File: src/rtl/viterbi_codec.sv
// viterbi_codec: rate-1/2 K=3 convolutional encoder (g1=111, g0=101) plus hard-decision register-exchange Viterbi decoder
module viterbi_codec #(
  parameter int TB_DEPTH = 32,
  parameter int PM_W     = 8
) (
  input  logic       clk,
  input  logic       rst,
  input  logic       enc_enable_i,
  input  logic       enc_d_in,
  output logic       enc_valid_o,
  output logic [1:0] enc_d_out,
  input  logic       dec_enable,
  input  logic [1:0] dec_d_in,
  output logic       dec_d_out
);
  logic [1:0]          enc_s;
  logic [PM_W-1:0]     pm      [4];
  logic [PM_W-1:0]     pm_nx   [4];
  logic [TB_DEPTH-1:0] surv    [4];
  logic [TB_DEPTH-1:0] surv_nx [4];
  logic [PM_W:0]       acc     [4];
  logic [PM_W:0]       mn01, mn23, mn;
  logic [1:0]          b01, b23, best;

  // Hamming distance between the received symbol and the branch label from state st on input u
  function automatic logic [1:0] bm(input logic [1:0] rx, input logic [1:0] st, input logic u);
    logic [1:0] x;
    x = rx ^ {u ^ st[1] ^ st[0], u ^ st[0]};
    return {x[1] & x[0], x[1] ^ x[0]};
  endfunction

  // encoder: shift register {s1,s0}, output zeroed while idle
  always_ff @(posedge clk)
    if (!rst) begin
      enc_s       <= 2'b00;
      enc_d_out   <= 2'b00;
      enc_valid_o <= 1'b0;
    end else begin
      enc_valid_o <= enc_enable_i;
      enc_d_out   <= enc_enable_i ? {enc_d_in ^ enc_s[1] ^ enc_s[0], enc_d_in ^ enc_s[0]} : 2'b00;
      if (enc_enable_i) enc_s <= {enc_d_in, enc_s[1]};
    end

  // add-compare-select per next state {u,a}; predecessors {a,0} and {a,1}, ties go to {a,0}
  for (genvar g = 0; g < 4; g++) begin : acs
    localparam logic [1:0] ns = 2'(g);
    localparam logic [1:0] p0 = {ns[0], 1'b0};
    localparam logic [1:0] p1 = {ns[0], 1'b1};
    logic [PM_W:0] c0, c1;
    logic          pick;
    assign c0          = {1'b0, pm[p0]} + (PM_W+1)'(bm(dec_d_in, p0, ns[1]));
    assign c1          = {1'b0, pm[p1]} + (PM_W+1)'(bm(dec_d_in, p1, ns[1]));
    assign pick        = c1 < c0;
    assign acc[g]      = pick ? c1 : c0;
    assign surv_nx[g]  = {(pick ? surv[p1][TB_DEPTH-2:0] : surv[p0][TB_DEPTH-2:0]), ns[1]};
  end

  // normalise new metrics by their minimum and pick the best pre-update state (lowest index on ties)
  always_comb begin
    mn01 = acc[1] < acc[0] ? acc[1] : acc[0];
    mn23 = acc[3] < acc[2] ? acc[3] : acc[2];
    mn   = mn23 < mn01 ? mn23 : mn01;
    for (int i = 0; i < 4; i++) pm_nx[i] = PM_W'(acc[i] - mn);
    b01  = pm[1] < pm[0] ? 2'd1 : 2'd0;
    b23  = pm[3] < pm[2] ? 2'd3 : 2'd2;
    best = pm[b23] < pm[b01] ? b23 : b01;
  end

  // decoder state: metrics, survivors and the oldest bit of the best survivor, all held while idle
  always_ff @(posedge clk)
    if (!rst) begin
      pm        <= '{PM_W'(0), PM_W'(32), PM_W'(32), PM_W'(32)};
      surv      <= '{default: '0};
      dec_d_out <= 1'b0;
    end else if (dec_enable) begin
      pm        <= pm_nx;
      surv      <= surv_nx;
      dec_d_out <= surv[best][TB_DEPTH-1];
    end
endmodule

File: config.mk
export PLATFORM = sky130hd
export DESIGN_NAME = viterbi_codec
export DESIGN_NICKNAME = d
export VERILOG_FILES = /design/src/rtl/viterbi_codec.sv
export SDC_FILE = /design/constraint.sdc
export NUM_CORES = 1
export LEC_CHECK = 0
export BUFFER_PORTS_ARGS = -buffer_cell sky130_fd_sc_hd__buf_2
export CAP_MARGIN = 0
export CORE_ASPECT_RATIO = 0.7
export CORE_MARGIN = 2
export CORE_UTILIZATION = 56
export CTS_CLUSTER_DIAMETER = 30
export CTS_CLUSTER_SIZE = 25
export DETAILED_ROUTE_END_ITERATION = 10
export GPL_ROUTABILITY_DRIVEN = 0
export PLACE_DENSITY = 0.72
export SLEW_MARGIN = 20
export SYNTH_ARGS = -nofsm -noshare
export SYNTH_HDL_FRONTEND = slang
export SYNTH_SLANG_ARGS = --single-unit
File: constraint.sdc
create_clock -name clk -period 31.1 [get_ports clk]
set_clock_uncertainty 0.1 [all_clocks]
set_input_delay 4.665 -clock clk [delete_from_list [all_inputs] [get_ports clk]]
set_output_delay 4.665 -clock clk [all_outputs]
set_load 0.05 [all_outputs]
# == Yosys cells after proc, flatten, opt, wreduce, memory -nomap -nowiden ==
# Index checks and enable logic that the tools add are counted.
# word_totals
input_bits,7
ff_bits,164
out_inout_bits,4
wordCells,78
# classes
n_lt_le_gt_ge,13
muxes,23
bitwise,17
reduce_logical,1
add_sub_neg,12
# ops
cell,count
31-bit two-way mux,4
8-bit by 2-bit adder with 9-bit output,8
32-bit binary-select mux with 2-bit select,1
32-bit two-way mux,2
9-bit < comparator,7
9-bit two-way mux,6
8-bit two-way mux,5
8-bit binary-select mux with 2-bit select,2
8-bit subtractor,4
8-bit < comparator,3
3-bit >= comparator (second input constant),3
1-bit XOR,7
2-bit NOT with 3-bit output,2
1-bit bitwise AND,4
1-bit NOT with 3-bit output,1
1-bit two-way mux,2
2-bit two-way mux,1
1-bit NOT,2
2-bit NOT,1
2-bit AND reduction,1

# == Longest topological paths before layout ==
# logic_depth
ltp_word,12
mapped_depth,46
mapped_depth_nobuf,44

# == Least setup slack after synthesis ==
# Ideal clock, no wire load.
# synth_path
path_kind,input -> register
start,input port dec_d_in[0]
end,register pm[22] (netlist bit)
setup_ns,0.122
n_path_buf,5
arrival_ns,12.898
path_slack_ns,17.980
path_stages,36
required_ns,30.878
cell_sequence,inv_1 ha_1 ha_1 ha_1 a21oi_1 or4_1 ha_1 a21boi_1 o22a_1 clkbuf_1 buf_1 clkbuf_1 mux2i_1 inv_1 ha_1 and4_1 a221oi_1 and2_1 clkbuf_1 a21oi_1 ha_1 and3_1 nand3_1 o31a_1 a221o_1 a221oi_1 o2bb2ai_2 buf_6 xnor2_1 ha_1 o21bai_1 maj3_2 o21ai_1 o21ai_1 a21o_1 a221o_1
# synth_via
elab_chain_cells,10
word_cells_on_any_way,33
classes_between,add/sub (9); order compare (7); mux (7); bitwise (10)
# synth_rtl
element,line_no,source
from (decl),13,"input logic [1:0] dec_d_in,"
1-bit NOT (no source line) or 2-bit NOT (tied branches),--,
1-bit XOR or 1-bit bitwise AND (tied branches),29,"return {x[1] & x[0], x[1] ^ x[0]};"
"8-bit by 2-bit adder with 9-bit output, on equally long branches","51, 52",
9-bit < comparator,53,assign pick = c1 < c0;
9-bit two-way mux,54,assign acc[g] = pick ? c1 : c0;
"9-bit < comparator, on equally long branches","61, 60",
"9-bit two-way mux, on equally long branches","61, 60",
9-bit < comparator,62,mn = mn23 < mn01 ? mn23 : mn01;
8-bit two-way mux,62,
8-bit subtractor *,63,for (int i = 0; i < 4; i++) pm_nx[i] = PM_W'(acc[i] - mn);
to (signal assigned),72,"pm <= '{PM_W'(0), PM_W'(32), PM_W'(32), PM_W'(32)};"
to (signal assigned),76,pm <= pm_nx;
to (decl),17,logic [PM_W-1:0] pm [4];
# Mark *: on every way between the ends. The rest lies on a longest branch, timed or not.
# A chain may end at the register's enable or synchronous reset.

# == Worst setup path in the final report ==
# layout_path
start,input port dec_d_in[1]
end,register pm[30] (netlist bit)
# layout_via
elab_chain_cells,10
word_cells_on_any_way,33
classes_between,add/sub (9); order compare (7); mux (7); bitwise (10)
# layout_rtl
element,line_no
1-bit NOT (no source line) or 2-bit NOT (tied branches),--
1-bit XOR or 1-bit bitwise AND (tied branches),29
"8-bit by 2-bit adder with 9-bit output, on equally long branches","52, 51"
9-bit < comparator,53
9-bit two-way mux,54
"9-bit < comparator, on equally long branches","61, 60"
"9-bit two-way mux, on equally long branches","61, 60"
9-bit < comparator,62
8-bit two-way mux,62
8-bit subtractor *,63
# Marked as above.

==> out/results.tsv <==
metric	value	unit
die_h	127	microns
yosysMostFrequentCell	nor2_1	
critPathKind	in -> reg	
synth_area_leaders	dfxtp_1, mux2i_1, ha_1, a211oi_1, nor2_1	
status	complete, no violations	
critical_path_arrival	15160	ps
antenna_found_initial	0	
initial_utilization	0.576	
drtAntennaViolNets	0	
finalWirelength	31.1	mm
routedWlPerCell	18.5	microns
crit_required	31360	ps
synthArstFlopShare	0	
cts_resized	0	
cts_root_buf	clkbuf_16	
area_growth	6.01	%
place_ws	15980	ps
grt_overflow	0	
synthFlopType	dfxtp_1	
setup_viol	0	
worst_path_max_delay_cell	o41ai_1	
fin_crit_sh	0.479	
slew_violations	0	
ys_types	82	
path_max_fanout	37	
clkSlewWorstSetupHoldPaths	70	ps
pin_count	11	
yosysSeqAreaShare	0.267	
rsz0062_at_grt	false	
syn_inst	1440	
ys_seq_elements	161	
cp-start-kind	input pin	
clockBufferDepth	2	
via_per_inst	6.11	
synthTopCellsByCount	nor2_1, dfxtp_1, mux2i_1	
drc	0	
dieArea	22700	sq um
yosysTopAreaCellShare	0.267	
synth_fp_nets	1540	
design.core.area	20900	sq um
via_count	10247	
max_slew_margin	0.331	
nets	1489	
fin_crit	14900	ps
syn_avg_cell_area	8.37	sq um
setup_slack	16200	ps
cpMostUsedCell	ha_1	
grt_pass1_wl	49.7	mm
synth_top_area_cell	dfxtp_1	
port-buffer-count	10	
synth_edf_count	0	
n_antenna_cell	0	
clock_sinks	161	
setup-tns-final	0	ps
post-cts-setup-buffers	0	
max_freq	0.0671	GHz
ys_warn_count	0	
instances_no_fill	1677	
fillers	1837	
numCtsBuffers	17	
multi_input_area	8260	sq um
critPathCaptureType	flip-flop	
dr.pass1.iters	5	
grt_pass1_vias	9405	
hold_ws	376	ps
drt-initial-drc-count	1128	
rows	44	
grt_max_degree	105	
clk_latency	430	ps
cts_htree_levels	4	
maxCapViolCount	0	
seq_area	3220	sq um
die_w	179	microns
gr-usage-all-layers	0.277	
hold_violations	0	
hold_buffers	0	
synth.cell_area	12100	sq um
tightest_slew	996	ps
dp_hpwl	22.2	mm
cts_tree	yes	
slowest_delay	870	ps
worstHoldPathType	reg -> reg	
drive_above_1_share	0.0835	
critPathBufInv	6	
critPathTopFamily	compound AO/OA/AOI/OAI gates	
dp_cells	1646	
==> kinds of logic after synthesis <==
family	after synthesis	synth area share
simple gates	393	0.147
compound gates	367	0.219
mux	164	0.137
flops	161	0.267
buf+inv	151	0.0495
fa+ha+maj	112	0.114
xor+xnor	92	0.0668
==> layout by cell type, fill, tap and decap left out, types with 5 or more instances in the layout <==
cell type and instances:
a211oi_1 127, a21o_1 32, a21oi_1 61, a21oi_2 8, a31oi_1 6, and2_1 10
buf_2 9, buf_4 11, clkbuf_16 17, dfxtp_1 161, ha_1 93, inv_1 55
maj3_1 7, maj3_2 12, mux2_2 7, mux2i_1 155, nand2_1 62, nand2b_1 17
nand3_1 30, nand4_1 7, nor2_1 214, nor2b_1 13, nor3_1 9, o211ai_1 13
o21a_1 7, o21ai_0 40, o21ai_1 5, o21bai_1 5, xnor2_1 72, xor2_1 20
==> worst paths after layout <==
kind         slack [ps]      end  cells after the start         from
min                 380  surv[0]                      2      surv[0]
min reg2reg         380  surv[0]                      2      surv[0]
max reg2reg       20760   pm[30]                     35        pm[0]
max               16200   pm[30]                     39  dec_d_in[1]
==> sequential cells by signal, summed over array words and instances (netlist names) <==
signal       cells
enc_s            2
enc_d_out        2
dec_d_out        1
surv           123
enc_valid_o      1
pm              32
==> worst reg2reg max path: cells and delay by family (launching register included) <==
family,cells,cell delay [ps]
AOI/OAI and AO/OA,12,4440
adders and majority gates,8,2560
and+or+nand+nor,10,1910
buffers and inverters,3,510
DFF,1,350
xor gates and xnor gates,1,210
muxes,1,170
==> per-stage QoR <==
stage,cell area [sq um],util
floorplan,12100,-
global placement,12200,0.583
detailed placement,12200,0.583
CTS,12800,0.611
global route,12800,0.611
finish,12800,0.611
==> layout make-up <==
| class | instances | area share |
|---|---|---|
| clock buffers | 17 | 0.0333 |
| clock inverters | 14 | 0.0123 |
| inverters | 60 | 0.0178 |
| multi-input cells | 1128 | 0.646 |
| flip-flops and latches | 161 | 0.252 |
| well taps | 276 | 0.0270 |
| repair buffers | 21 | 0.0111 |
==> per-layer routing <==
layer,vias to the layer above,share of wire,global-route usage
li1,5107,-,-
met1,4814,0.52,0.430
met2,300,0.39,0.383
met3,26,0.077,0.0609
met4,0,0.0091,0.0593
met5,-,0,0
Power is not shown: default switching activity piles up to over one toggle a cycle in this logic, so the estimate is an artifact.
